### src/rtl/word_scroll_driver_if.sv
// ---------------------------------------------------------------------------
// word_scroll_driver_if
//   Bundles the run controls, the glyph-ROM read port and the LED panel
//   column/row interface of word_scroll_driver.
//
//   Signals
//     en          run enable                            (controller -> driver)
//     dir         scroll direction, 0 = left, 1 = right (controller -> driver)
//     rom_addr    glyph ROM row address                 (driver -> ROM)
//     rom_data    glyph ROM row, bit 0 = leftmost pixel (ROM -> driver)
//     sdo         serial column data                    (driver -> panel)
//     sclk        shift clock, panel samples on rise    (driver -> panel)
//     slat        one-cycle column latch strobe         (driver -> panel)
//     row_sel     active panel row                      (driver -> panel)
//     row_oe_n    panel output enable, active low       (driver -> panel)
//     frame_tick  one-cycle pulse at end of last row    (driver -> controller)
//     scroll_pos  current window start column           (driver -> controller)
//
//   Modports
//     slave  : the driver side
//     master : the environment side (controller, ROM, panel)
// ---------------------------------------------------------------------------
interface word_scroll_driver_if #(
    parameter int ROWS     = 32,
    parameter int ROW_BITS = 128
);
    localparam int ADDR_W = (ROWS > 1) ? $clog2(ROWS) : 1;
    localparam int POS_W  = (ROW_BITS > 1) ? $clog2(ROW_BITS) : 1;

    logic                en;
    logic                dir;
    logic [ADDR_W-1:0]   rom_addr;
    logic [0:ROW_BITS-1] rom_data;
    logic                sdo;
    logic                sclk;
    logic                slat;
    logic [ADDR_W-1:0]   row_sel;
    logic                row_oe_n;
    logic                frame_tick;
    logic [POS_W-1:0]    scroll_pos;

    modport slave (
        input  en, dir, rom_data,
        output rom_addr, sdo, sclk, slat, row_sel, row_oe_n, frame_tick, scroll_pos
    );

    modport master (
        output en, dir, rom_data,
        input  rom_addr, sdo, sclk, slat, row_sel, row_oe_n, frame_tick, scroll_pos
    );
endinterface

### src/rtl/word_scroll_driver.sv
// ---------------------------------------------------------------------------
// word_scroll_driver
//   Reads a ROWS x ROW_BITS glyph bitmap ROM one row at a time, cuts a
//   WIN-column window out of each row starting at scroll_pos (wrapping past
//   the last column back to column 0), shifts the window into the panel
//   column registers, latches it, and lights the row for DWELL_CYC cycles.
//   Every SCROLL_FRAMES complete frames the window moves one column.
//
//   Ports
//     clk    in  system clock, rising edge
//     rst_n  in  asynchronous active-low reset
//     bus    word_scroll_driver_if.slave (en, dir, rom_addr, rom_data, sdo,
//            sclk, slat, row_sel, row_oe_n, frame_tick, scroll_pos)
//
//   Row sequence: ADDR (1) -> CAPT (1) -> SHIFT (WIN*2*SCLK_DIV) -> LATCH (1)
//   -> DWELL (DWELL_CYC). All panel outputs are registered decodes of the
//   next state, so they change cleanly on clock edges and drop to their idle
//   values the instant reset asserts.
// ---------------------------------------------------------------------------
module word_scroll_driver #(
    parameter int ROWS          = 32,
    parameter int ROW_BITS      = 128,
    parameter int WIN           = 32,
    parameter int SCLK_DIV      = 2,
    parameter int DWELL_CYC     = 1000,
    parameter int SCROLL_FRAMES = 8
) (
    input  logic                clk,
    input  logic                rst_n,
    word_scroll_driver_if.slave bus
);
    localparam int ADDR_W  = (ROWS > 1) ? $clog2(ROWS) : 1;
    localparam int POS_W   = (ROW_BITS > 1) ? $clog2(ROW_BITS) : 1;
    localparam int BIT_W   = (WIN > 1) ? $clog2(WIN) : 1;
    localparam int DIV_W   = $clog2(2 * SCLK_DIV);
    localparam int DWELL_W = (DWELL_CYC > 1) ? $clog2(DWELL_CYC) : 1;
    localparam int FRM_W   = (SCROLL_FRAMES > 1) ? $clog2(SCROLL_FRAMES) : 1;

    localparam logic [ADDR_W-1:0]  ROW_LAST   = ADDR_W'(ROWS - 1);
    localparam logic [POS_W-1:0]   POS_LAST   = POS_W'(ROW_BITS - 1);
    localparam logic [BIT_W-1:0]   BIT_LAST   = BIT_W'(WIN - 1);
    localparam logic [DIV_W-1:0]   DIV_LAST   = DIV_W'(2 * SCLK_DIV - 1);
    localparam logic [DIV_W-1:0]   DIV_HIGH   = DIV_W'(SCLK_DIV);
    localparam logic [DWELL_W-1:0] DWELL_LAST = DWELL_W'(DWELL_CYC - 1);
    localparam logic [FRM_W-1:0]   FRM_LAST   = FRM_W'(SCROLL_FRAMES - 1);

    typedef enum logic [2:0] {
        S_IDLE,
        S_ADDR,
        S_CAPT,
        S_SHIFT,
        S_LATCH,
        S_DWELL
    } state_t;

    state_t             state_q, state_d;
    logic [ADDR_W-1:0]  row_q, row_d;
    logic [ADDR_W-1:0]  rom_addr_q, rom_addr_d;
    logic [ADDR_W-1:0]  row_sel_q, row_sel_d;
    logic [POS_W-1:0]   pos_q, pos_d;
    logic [FRM_W-1:0]   frm_q, frm_d;
    logic [BIT_W-1:0]   bit_q, bit_d;
    logic [DIV_W-1:0]   div_q, div_d;
    logic [DWELL_W-1:0] dwell_q, dwell_d;
    logic [0:WIN-1]     win_q, win_d;
    logic               tick_q, tick_d;
    logic               sdo_q, sdo_d;
    logic               sclk_q, sclk_d;
    logic               slat_q, slat_d;
    logic               oe_n_q, oe_n_d;

    // Window column c comes from ROM column (pos + c) mod ROW_BITS.
    function automatic logic [0:WIN-1] extract_window(input logic [0:ROW_BITS-1] row,
                                                      input logic [POS_W-1:0]    pos);
        logic [0:WIN-1] w;
        int             idx;
        w = '0;
        for (int c = 0; c < WIN; c++) begin
            idx = int'(pos) + c;
            if (idx >= ROW_BITS) begin
                idx = idx - ROW_BITS;
            end
            w[BIT_W'(c)] = row[POS_W'(idx)];
        end
        return w;
    endfunction

    // One-column scroll step, modulo ROW_BITS in either direction.
    function automatic logic [POS_W-1:0] step_pos(input logic [POS_W-1:0] pos,
                                                  input logic             dir);
        if (!dir) begin
            return (pos == POS_LAST) ? '0 : pos + 1'b1;
        end
        return (pos == '0) ? POS_LAST : pos - 1'b1;
    endfunction

    always_comb begin
        state_d    = state_q;
        row_d      = row_q;
        rom_addr_d = rom_addr_q;
        row_sel_d  = row_sel_q;
        pos_d      = pos_q;
        frm_d      = frm_q;
        bit_d      = bit_q;
        div_d      = div_q;
        dwell_d    = dwell_q;
        win_d      = win_q;
        tick_d     = 1'b0;

        case (state_q)
            S_IDLE: begin
                row_d = '0;
                if (bus.en) begin
                    state_d    = S_ADDR;
                    rom_addr_d = '0;
                end
            end

            S_ADDR: begin
                state_d = S_CAPT;
            end

            // rom_data has had a full cycle to settle (or to come out of a
            // registered ROM) since rom_addr was updated on entry to ADDR.
            S_CAPT: begin
                win_d   = extract_window(bus.rom_data, pos_q);
                bit_d   = '0;
                div_d   = '0;
                state_d = S_SHIFT;
            end

            // div counts 2*SCLK_DIV cycles per bit: first half sclk low,
            // second half sclk high.
            S_SHIFT: begin
                if (div_q == DIV_LAST) begin
                    div_d = '0;
                    if (bit_q == BIT_LAST) begin
                        state_d = S_LATCH;
                    end else begin
                        bit_d = bit_q + 1'b1;
                    end
                end else begin
                    div_d = div_q + 1'b1;
                end
            end

            S_LATCH: begin
                row_sel_d = row_q;
                dwell_d   = '0;
                state_d   = S_DWELL;
            end

            S_DWELL: begin
                if (dwell_q == DWELL_LAST) begin
                    row_d = (row_q == ROW_LAST) ? '0 : row_q + 1'b1;
                    if (row_q == ROW_LAST) begin
                        tick_d = 1'b1;
                        // Frame counter runs 0..SCROLL_FRAMES-1; the frame
                        // that would bring it to SCROLL_FRAMES steps instead.
                        if (frm_q == FRM_LAST) begin
                            frm_d = '0;
                            pos_d = step_pos(pos_q, bus.dir);
                        end else begin
                            frm_d = frm_q + 1'b1;
                        end
                    end
                    if (bus.en) begin
                        state_d    = S_ADDR;
                        rom_addr_d = row_d;
                    end else begin
                        state_d = S_IDLE;
                    end
                end else begin
                    dwell_d = dwell_q + 1'b1;
                end
            end

            default: begin
                state_d = S_IDLE;
            end
        endcase

        // Panel outputs are decoded from the next state so the registered
        // versions line up with state_q.
        sclk_d = (state_d == S_SHIFT) && (div_d >= DIV_HIGH);
        sdo_d  = (state_d == S_SHIFT) ? win_d[bit_d] : 1'b0;
        slat_d = (state_d == S_LATCH);
        oe_n_d = (state_d != S_DWELL);
    end

    always_ff @(posedge clk or negedge rst_n) begin
        if (!rst_n) begin
            state_q    <= S_IDLE;
            row_q      <= '0;
            rom_addr_q <= '0;
            row_sel_q  <= '0;
            pos_q      <= '0;
            frm_q      <= '0;
            bit_q      <= '0;
            div_q      <= '0;
            dwell_q    <= '0;
            tick_q     <= 1'b0;
            sdo_q      <= 1'b0;
            sclk_q     <= 1'b0;
            slat_q     <= 1'b0;
            oe_n_q     <= 1'b1;
        end else begin
            state_q    <= state_d;
            row_q      <= row_d;
            rom_addr_q <= rom_addr_d;
            row_sel_q  <= row_sel_d;
            pos_q      <= pos_d;
            frm_q      <= frm_d;
            bit_q      <= bit_d;
            div_q      <= div_d;
            dwell_q    <= dwell_d;
            tick_q     <= tick_d;
            sdo_q      <= sdo_d;
            sclk_q     <= sclk_d;
            slat_q     <= slat_d;
            oe_n_q     <= oe_n_d;
        end
    end

    // Window shift data is only consumed after a CAPT, so it needs no reset.
    always_ff @(posedge clk) begin
        win_q <= win_d;
    end

    assign bus.rom_addr   = rom_addr_q;
    assign bus.sdo        = sdo_q;
    assign bus.sclk       = sclk_q;
    assign bus.slat       = slat_q;
    assign bus.row_sel    = row_sel_q;
    assign bus.row_oe_n   = oe_n_q;
    assign bus.frame_tick = tick_q;
    assign bus.scroll_pos = pos_q;

endmodule

### src/flat_wrapper.sv
// flat-port wrapper written by rule: the top's interface ports become plain ports
module word_scroll_driver_flat 
#(
    parameter int ROWS          = 32,
    parameter int ROW_BITS      = 128,
    parameter int WIN           = 32,
    parameter int SCLK_DIV      = 2,
    parameter int DWELL_CYC     = 1000,
    parameter int SCROLL_FRAMES = 8
)
  (clk, rst_n, bus_en, bus_dir, bus_rom_data, bus_rom_addr, bus_sdo, bus_sclk, bus_slat, bus_row_sel, bus_row_oe_n, bus_frame_tick, bus_scroll_pos);
  word_scroll_driver_if #(.ROWS(ROWS), .ROW_BITS(ROW_BITS)) bus_i ();
  input  logic clk;
  input  logic rst_n;
  input wire logic [$bits(bus_i.en)-1:0] bus_en;
  input wire logic [$bits(bus_i.dir)-1:0] bus_dir;
  input wire logic [$bits(bus_i.rom_data)-1:0] bus_rom_data;
  output wire logic [$bits(bus_i.rom_addr)-1:0] bus_rom_addr;
  output wire logic [$bits(bus_i.sdo)-1:0] bus_sdo;
  output wire logic [$bits(bus_i.sclk)-1:0] bus_sclk;
  output wire logic [$bits(bus_i.slat)-1:0] bus_slat;
  output wire logic [$bits(bus_i.row_sel)-1:0] bus_row_sel;
  output wire logic [$bits(bus_i.row_oe_n)-1:0] bus_row_oe_n;
  output wire logic [$bits(bus_i.frame_tick)-1:0] bus_frame_tick;
  output wire logic [$bits(bus_i.scroll_pos)-1:0] bus_scroll_pos;
  assign bus_i.en = bus_en;
  assign bus_i.dir = bus_dir;
  assign bus_i.rom_data = bus_rom_data;
  assign bus_rom_addr = bus_i.rom_addr;
  assign bus_sdo = bus_i.sdo;
  assign bus_sclk = bus_i.sclk;
  assign bus_slat = bus_i.slat;
  assign bus_row_sel = bus_i.row_sel;
  assign bus_row_oe_n = bus_i.row_oe_n;
  assign bus_frame_tick = bus_i.frame_tick;
  assign bus_scroll_pos = bus_i.scroll_pos;
  word_scroll_driver #(.ROWS(ROWS), .ROW_BITS(ROW_BITS), .WIN(WIN), .SCLK_DIV(SCLK_DIV), .DWELL_CYC(DWELL_CYC), .SCROLL_FRAMES(SCROLL_FRAMES)) u_core (.clk(clk), .rst_n(rst_n), .bus(bus_i));
endmodule
### config.mk
export PLATFORM = sky130hd
export DESIGN_NAME = word_scroll_driver_flat
export DESIGN_NICKNAME = d
export VERILOG_FILES = /design/src/rtl/word_scroll_driver_if.sv /design/src/rtl/word_scroll_driver.sv /design/src/flat_wrapper.sv
export SDC_FILE = /design/constraint.sdc
export NUM_CORES = 1
export LEC_CHECK = 0
export BUFFER_PORTS_ARGS = -buffer_cell sky130_fd_sc_hd__buf_2
export CAP_MARGIN = 5
export CORE_AREA = 8 8 250 156
export CTS_CLUSTER_SIZE = 24
export DETAILED_ROUTE_END_ITERATION = 6
export DIE_AREA = 0 0 258 164
export GPL_ROUTABILITY_DRIVEN = 0
export SYNTH_ARGS = -nofsm -noshare
export SYNTH_HDL_FRONTEND = slang
export SYNTH_SLANG_ARGS = --single-unit
### constraint.sdc
create_clock -name clk -period 4.5 [get_ports clk]
set_input_delay 1.35 -clock clk [delete_from_list [all_inputs] [get_ports clk]]
set_output_delay 1.35 -clock clk [all_outputs]
set_load 0.01 [all_outputs]
==> flow_summary.toml, run 1 <==
[cells_and_area]
layout.nets = 1323
fin_area_um2 = 13600
final-instance-count-excl-fill = 1647
final_cell_mix = "mux4_2, buf_2, mux2i_1, nand2_1, a21oi_1"
multi_input_area_um2 = 9750
n_fill_cell = 3455
areaGrowthSynthToFinish_pct = 12.2
drive_gt1_frac = 0.388
diodes = 0
fin_util = 0.384
final_common_cell = "mux4_2"
regArea_um2 = 1900

[power_and_ir_drop]
peakVddDrop_mv = 0.141
p_leak_uw = 0.00565
power.density_nw_per_um2 = 148

[route]
drt_iter0_drc = 1345
num_vias = 10700
drc = 0
wire_per_inst_um = 26.4
via_per_inst = 6.47
postRouteAntennaNets = 0
drt-total-wl_mm = 43.4
dr.pass1.iters = 5

[global_routing]
grt_overflow = 0
grt_pass1_vias = 10500
grt_pass1_wl_mm = 65.7
grt_max_degree = 92
antenna_found_initial = 1
grtUsageTotal = 0.202

[yosys]
synth_edf_count = 0
synth_warnings = 0
synth_mux_area_frac = 0.537
synth_compound_area_frac = 0.0903
synth_xor_area_frac = 0.0509
syn_nets = 1218
synth_flop_cell = "dfrtp_1"
synth-seq-area-share = 0.156
synth_fa_ha_area_frac = 0.0258
syn-instance-count = 1061
synth_top_family_by_area = "multiplexers"
avgSynthCellArea_um2 = 11.4
synth-simple-area-share = 0.0964
ys_ff_latch = 82
netlist_area_um2 = 12100
ys_types = 68
synth-async-reset-ratio = 0.610

[sta]
setup_violations = 0
setup_tns_ns = 0
tightest_slew_ns = 1.08
fin_crit_sh = 0.818
hold_violations = 0
skew_ns = 0.00992
fmax_ghz = 0.272
drv_slew = 0
hold-worst-slack_ns = 0.449
slew_headroom = 0.277
fin_crit_ns = 3.68
rsz0062_at_grt = "false"

[flow_run]
maxCapViolations = 0

[floorplan]
io_pins = 154
dieArea_um2 = 42300
core_um2 = 35500
fp.dieW_um = 258
die_h_um = 164
rows = 54
start_util = 0.342

[clocking]
clockBufferDepth = 2
cts_tree = "yes"
clk_latency_ns = 0.34
root_buffer = "clkbuf_16"
cts_buffers = 9
postCtsHoldBufs = 0
clk_pin_slew_ns = 0.06
cts_setup_buffers = 0
cts_resized = 0
clkSinkCount = 82
cts_htree_levels = 3

[status]
status = "finished, final reports clean"

[worst_setup_path]
reg2reg_to = "u_core.win_q[2]"
reg2reg_from = "u_core.bus.scroll_pos[1]"
path_cells = "inv_2, ha_1, buf_4, mux4_2, and2_1, a211oi_1, a31oi_1, mux4_2, a21oi_1, o21ai_1"
crit_top_cell = "mux4_2"
cp_data_required_time_ns = 4.70
path_class = "reg -> reg"
endpoint_kind = "register"
cp-start-kind = "register"
max_stage_delay_ns = 0.55
worstPathArrival_ns = 3.88
r2r_cells = 10
critical-path-slowest-cell = "mux4_2"
worst-path-max-fanout = 21
rrSetupSlack_ns = 0.82

[place]
port_buffers = 153
place_inst = 1631
placed_area_um2 = 13300
hpwl_mm = 34.7

[worst_hold_path]
min_path_type = "reg -> reg"
min_from = "u_core.win_q[1]"
hold_path_depth = 2
hold_end = "u_core.win_q[1]"
## sequential cells by signal, indices dropped and copies added, names as in the netlist
name	cells
u_core.state_q	3
u_core.frm_q	3
u_core.row_q	5
u_core.dwell_q	10
u_core.win_q	32
u_core.bus.sclk	1
u_core.bus.row_sel	5
u_core.bus.scroll_pos	7
u_core.bus.slat	1
u_core.div_q	2
u_core.bus.frame_tick	1
u_core.bit_q	5
u_core.bus.sdo	1
u_core.bus.row_oe_n	1
u_core.bus.rom_addr	5
## cells by family after synthesis
kind of cell | after synthesis
fa+ha+maj | 25
buf+inv | 105
compound gates | 170
mux | 371
flops | 82
simple gates | 243
xor+xnor | 65
## worst max-delay path, delay by kind of cell (launching register included)
family | cells | cell delay (ns)
AND/OR/NAND/NOR | 1 | 0.17
adder cells (fa/ha/maj) | 1 | 0.22
multiplexers | 2 | 1.01
buffers and inverters | 2 | 0.70
flip-flops | 1 | 0.52
AO/OA/AOI/OAI | 4 | 0.91
## cell usage after synthesis, drive strengths merged (14+ instances only)
cell	instances	area [µm²]
a211oi	16	125
a21oi	47	235
and2	24	150
buf	50	320
clkbuf	35	131
dfrtp	49	1230
dfxtp	32	641
ha	25	313
inv	17	63.8
mux2	17	191
mux2i	131	1310
mux4	223	5020
nand2	93	349
nand3	20	100
nor2	42	158
nor3	14	70.1
o21ai	42	210
xnor2	46	433
xor2	19	185
## power breakdown
group          internal [µW]  switching [µW]  leakage (µW)
logic                    229             254       0.00460
clock network            483             301      0.000152
registers                741            5.98      0.000899
total                   1450             561       0.00565
## how the worst max path moves through the flow
stage / start / cells after the start / endpoint
2_1_floorplan: u_core.bus.scroll_pos[2] / 11 / u_core.win_q[2]
3_3_place_gp: bus_rom_data[80] / 8 / u_core.bus.sdo
3_5_place_dp: bus_rom_data[14] / 6 / u_core.win_q[2]
4_1_cts: u_core.bus.scroll_pos[1] / 10 / u_core.win_q[2]
5_1_grt: u_core.bus.scroll_pos[1] / 10 / u_core.win_q[2]
6_report: u_core.bus.scroll_pos[1] / 10 / u_core.win_q[2]
## stage by stage
step,setup WS (ns),total power [µW]
3_3_place_gp,0.858,1210
5_1_grt,0.550,2080
4_1_cts,0.874,2010
6_report,0.818,2010
2_1_floorplan,0.603,1000
3_5_place_dp,0.845,1220
## layer usage
layer | wire, µm | global-route usage | share of wire
met2 | 17500 | 0.270 | 0.40
met5 | 118 | 0.0173 | 0.0027
met1 | 17400 | 0.274 | 0.40
met3 | 7810 | 0.124 | 0.18
met4 | 571 | 0.0336 | 0.013
## layout make-up
class,count,area share
clock buffer,10,0.0168
clock inverter,6,0.00597
inverter,20,0.00551
multi-input combinational,874,0.716
sequential,82,0.140
tap,476,0.0437
timing repair buffer,179,0.0724
No activity file was read; power rests on OpenSTA's default activity.
==> run 2: changes to the inputs <==
clock period = 3.6 ns   (was 4.5 ns; I/O delays follow)
==> run 2 against run 1 <==
Against the previous run: worst setup slack got worse by 0.59 ns; global-route usage rose by 0.71 points; utilization rose by 1.3 points; cell count rose by 3.3%; non-clock buffer count rose by 54; sequential share of layout area fell by 0.44 points; critical path depth fell by 3; sequential power rose by 25%; first-iteration DRC count rose by 15%; worst hold slack got worse by 0.0035 ns; routed wire length rose by 3.7%; critical path type unchanged; largest power group is now registers.
==> flow_summary.toml, run 2 (synthesis results as in run 1) <==
[floorplan]
io_pins = 154
die_h_um = 164
fp.dieW_um = 258
core_um2 = 35500
dieArea_um2 = 42300
rows = 54
start_util = 0.342

[power_and_ir_drop]
p_sw_uw = 731
p_int_uw = 1700
peakVddDrop_mv = 0.179
p_sw_frac = 0.301
seqPwrFrac = 0.384
p_clk_frac = 0.360
pwr-share-comb = 0.256
power.density_nw_per_um2 = 172
p_leak_uw = 0.00591

[global_routing]
grt_max_degree = 55
top_usage_layer = "met1"
grtUsageMet3 = 0.118
grt_use_met2 = 0.283
grtUsageTotal = 0.209
use_met1 = 0.290
grt_pass1_vias = 10600
grt_overflow = 0
grt_pass1_wl_mm = 68.4
antenna_found_initial = 2

[route]
wire_per_inst_um = 26.5
dr.pass1.iters = 6
postRouteAntennaNets = 0
num_vias = 11000
via_per_inst = 6.45
drc = 0
drt_iter0_drc = 1548
drt-total-wl_mm = 45.1

[cells_and_area]
top_register = "u_core.win_q"
n_fill_cell = 3417
fin_area_um2 = 14100
final_cell_mix = "mux4_2, buf_2, mux2i_1, nand2_1, buf_4"
diodes = 0
largest_register_ffs = 32
layout.nets = 1377
areaGrowthSynthToFinish_pct = 15.8
final_common_cell = "mux4_2"
regArea_um2 = 1900
drive_gt1_frac = 0.416
multi_input_area_um2 = 9760

[clocking]
clk_latency_ns = 0.34
root_buffer = "clkbuf_16"
cts_buffers = 9
clkSinkCount = 82
cts_resized = 0
cts_tree = "yes"
cts_htree_levels = 3
clockBufferDepth = 2
postCtsHoldBufs = 0
cts_setup_buffers = 0
clk_pin_slew_ns = 0.06

[worst_setup_path]
endpoint_kind = "register"
worst-path-max-fanout = 16
critical-path-slowest-cell = "xor2_4"
r2r_cells = 7
crit_buf_inv = 1
reg2reg_to = "u_core.win_q[11]"
rrSetupSlack_ns = 0.23
cp-start-kind = "register"
reg2reg_from = "u_core.bus.scroll_pos[0]"
path_class = "reg -> reg"
worstPathArrival_ns = 3.65
cp_data_required_time_ns = 3.87
crit_top_cell = "mux4_2"
cp_top_family = "multiplexers"
path_cells = "inv_2, ha_1, xor2_4, mux2i_1, mux4_2, mux4_2, o21ai_1"
max_stage_delay_ns = 0.68

[sta]
setup_violations = 0
rsz0062_at_grt = "false"
fin_crit_ns = 3.37
fmax_ghz = 0.296
drv_slew = 0
setup_tns_ns = 0
hold-worst-slack_ns = 0.446
tightest_slew_ns = 0.950
skew_ns = 0.00536
hold_violations = 0
slew_headroom = 0.364
fin_crit_sh = 0.937

[place]
port_buffers = 153
placed_area_um2 = 13800
hpwl_mm = 36.7

[flow_run]
maxCapViolations = 0

[status]
status = "finished, final reports clean"

[worst_hold_path]
hold_path_depth = 2
min_from = "u_core.win_q[7]"
min_path_type = "reg -> reg"
hold_end = "u_core.win_q[7]"
[run 2: changes by cell type in the layout (fill, tap and decap cells not counted), sizes merged]
cell / delta
buf: +54
bufinv: -2
clkinv: -2
inv: +3
clkinvlp: +1
[run 2: worst min-delay path: stages, from the launching register on]
cell and delay [ns]:
dfxtp_1 0.31, nand2_1 0.05, o21ai_1 0.05
[run 2: layer usage]
metal / wire length (µm) / up-vias
li1: - / 4603
met1: 18600 / 5531
met3: 7780 / 74
met5: 27 / -
met2: 18000 / 766
met4: 617 / 4
[run 2: through the flow]
stage / setup WS, ns / cells / power, µW / util
finish: 0.225 / 1701 / 2430 / 0.397
floorplan: 0.0117 / 1061 / 1250 / -
global route: 0.103 / 1701 / 2520 / 0.397
CTS: 0.279 / 1701 / 2420 / 0.397
global placement: 0.290 / 1685 / 1530 / 0.389
detailed placement: 0.257 / 1685 / 1540 / 0.389
[run 2: area by class of cell]
type / instances / area share
clock buffers: 10 / 0.0163
clock inverters: 6 / 0.00347
inverters: 20 / 0.00534
multi-input cells: 874 / 0.694
flip-flops and latches: 82 / 0.135
well taps: 476 / 0.0423
repair buffers: 233 / 0.103
[run 2: how the worst max path moves through the flow]
stage / from / endpoint / slack [ns] / depth (start not counted)
floorplan: u_core.bus.scroll_pos[2] / u_core.win_q[14] / 0.01 / 11
global placement: bus_rom_data[72] / u_core.bus.sdo / 0.29 / 8
detailed placement: bus_rom_data[92] / u_core.bus.sdo / 0.26 / 8
CTS: u_core.bus.scroll_pos[0] / u_core.win_q[3] / 0.28 / 7
global route: u_core.bus.scroll_pos[0] / u_core.win_q[11] / 0.10 / 7
finish: u_core.bus.scroll_pos[0] / u_core.win_q[11] / 0.23 / 7
[run 2: power groups by stage]
| stage | Clock [µW] | Combinational [µW] | Sequential (µW) |
|---|---|---|---|
| finish | 874 | 620 | 932 |
| detailed placement | 0 | 589 | 951 |
| global route | 940 | 643 | 933 |
| global placement | 0 | 577 | 950 |
| CTS | 902 | 591 | 932 |
| floorplan | 0 | 302 | 948 |
==> run 3: changes to the inputs <==
CAP_MARGIN = 20   (was 5)
CORE_AREA = 2 2 244 150   (was 8 8 250 156)
DIE_AREA = 0 0 246 152   (was 0 0 258 164)
clock period = 4.4 ns   (was 3.6 ns; I/O delays follow)
==> run 3 against run 2 <==
Against the previous run: clock-buffer cell count rose by 1; clock power fell by 19%; first-iteration DRC count fell by 15%; fmax fell by 8.4%; critical path depth did not move; combinational power fell by 21%; largest cell class unchanged; highest routed layer is now met4.
==> flow_summary.toml, run 3 (synthesis results as in run 1) <==
[status]
status = "finished, final reports clean"

[sta]
hold_violations = 0
drv_slew = 0
fin_crit_sh = 0.837
tightest_slew_ns = 0.977
fmax_ghz = 0.271
setup_violations = 0
skew_ns = 0.0147
rsz0062_at_grt = "false"
slew_headroom = 0.344
setup_tns_ns = 0
fin_crit_ns = 3.68

[flow_run]
maxCapViolations = 0

[cells_and_area]
largest_register_ffs = 32
n_fill_cell = 3428
layout.nets = 1329
multi_input_area_um2 = 9750
final_cell_mix = "mux4_2, buf_2, mux2i_1, nand2_1, a21oi_1"
areaGrowthSynthToFinish_pct = 12.4
final_common_cell = "mux4_2"
top_register = "u_core.win_q"
fin_util = 0.385
final-instance-count-excl-fill = 1655
regArea_um2 = 1900
drive_gt1_frac = 0.392

[place]
place_inst = 1637
port_buffers = 153
hpwl_mm = 34.3

[power_and_ir_drop]
peakVddDrop_mv = 0.179
p_leak_uw = 0.00566
power.density_nw_per_um2 = 144

[route]
dr.pass1.iters = 5
drt_iter0_drc = 1315
num_vias = 10600
wire_per_inst_um = 25.8
drc = 0
via_per_inst = 6.43
postRouteAntennaNets = 0
drt-total-wl_mm = 42.7

[global_routing]
antenna_found_initial = 1
grt_max_degree = 96
grt_overflow = 0
grt_pass1_wl_mm = 64.4
grt_pass1_vias = 9956
grtUsageTotal = 0.228

[worst_setup_path]
crit_top_cell = "mux4_2"
rrSetupSlack_ns = 0.72
cp_data_required_time_ns = 4.66
critical-path-slowest-cell = "xor2_4"
path_cells = "inv_2, ha_1, xor2_4, mux2i_1, mux4_2, mux4_2, o21ai_1"
r2r_cells = 7
cp-start-kind = "register"
endpoint_kind = "register"
worst-path-max-fanout = 16
worstPathArrival_ns = 3.95
path_class = "reg -> reg"
max_stage_delay_ns = 0.68

[clocking]
clockBufferDepth = 2
postCtsHoldBufs = 0
cts_htree_levels = 3
root_buffer = "clkbuf_16"
clkSinkCount = 82
cts_buffers = 9
clk_pin_slew_ns = 0.07
cts_setup_buffers = 0
cts_tree = "yes"
cts_resized = 0
clk_latency_ns = 0.34

[floorplan]
rows = 54
io_pins = 154
core_um2 = 35500
die_h_um = 152
dieArea_um2 = 37400
fp.dieW_um = 246
start_util = 0.342

[worst_hold_path]
min_path_type = "reg -> reg"
hold_path_depth = 2
[run 3: final timing paths]
path	endpoint	from
setup reg to reg	u_core.win_q[11]	u_core.bus.scroll_pos[0]
min in group asynchronous	u_core.state_q[0]	rst_n
hold reg to reg	u_core.win_q[3]	u_core.win_q[3]
setup / recovery	u_core.win_q[11]	u_core.bus.scroll_pos[0]
max in group asynchronous	u_core.bus.rom_addr[1]	rst_n
hold / removal	u_core.win_q[3]	u_core.win_q[3]
[run 3: area by class of cell]
cell class | count | share of cell area
antenna | 2 | 0.000367
timing repair buffer | 185 | 0.0764
multi-input combinational | 874 | 0.714
clock inverter | 5 | 0.00275
sequential | 82 | 0.139
inverter | 20 | 0.00550
tap | 476 | 0.0436
clock buffer | 11 | 0.0178
[run 3: critical path, delay by kind of cell, from the launching register on]
family	cells	cell delay, ns
xor gates and xnor gates	1	0.68
muxes	3	1.37
DFF	1	0.51
adders and majority gates	1	0.59
AOI/OAI and AO/OA	1	0.14
buffers and inverters	1	0.28
[run 3: where the power goes]
group / switching, µW / internal, µW / leakage, µW
combinational: 259 / 233 / 0.00463
sequential: 6.48 / 758 / 0.000899
clock: 305 / 401 / 0.000134
total: 571 / 1390 / 0.00566
[run 3: metal layers]
| metal | vias up | GRT usage | part of all wire |
|---|---|---|---|
| met5 | - | 0 | 0 |
| met4 | 0 | 0.0398 | 0.014 |
| met3 | 65 | 0.147 | 0.19 |
| met2 | 742 | 0.285 | 0.39 |
| met1 | 5326 | 0.326 | 0.40 |
| li1 | 4501 | - | - |
[run 3: per-stage QoR]
step	total power [µW]	cell area (µm²)	setup slack [ns]	hold slack (ns)
finish	1960	13700	0.716	0.447
global route	2030	13600	0.620	0.463
CTS	1960	13600	0.793	0.447
detailed placement	1250	13400	0.806	0.435
global placement	1240	13400	0.840	0.436
floorplan	1020	12100	0.503	0.414
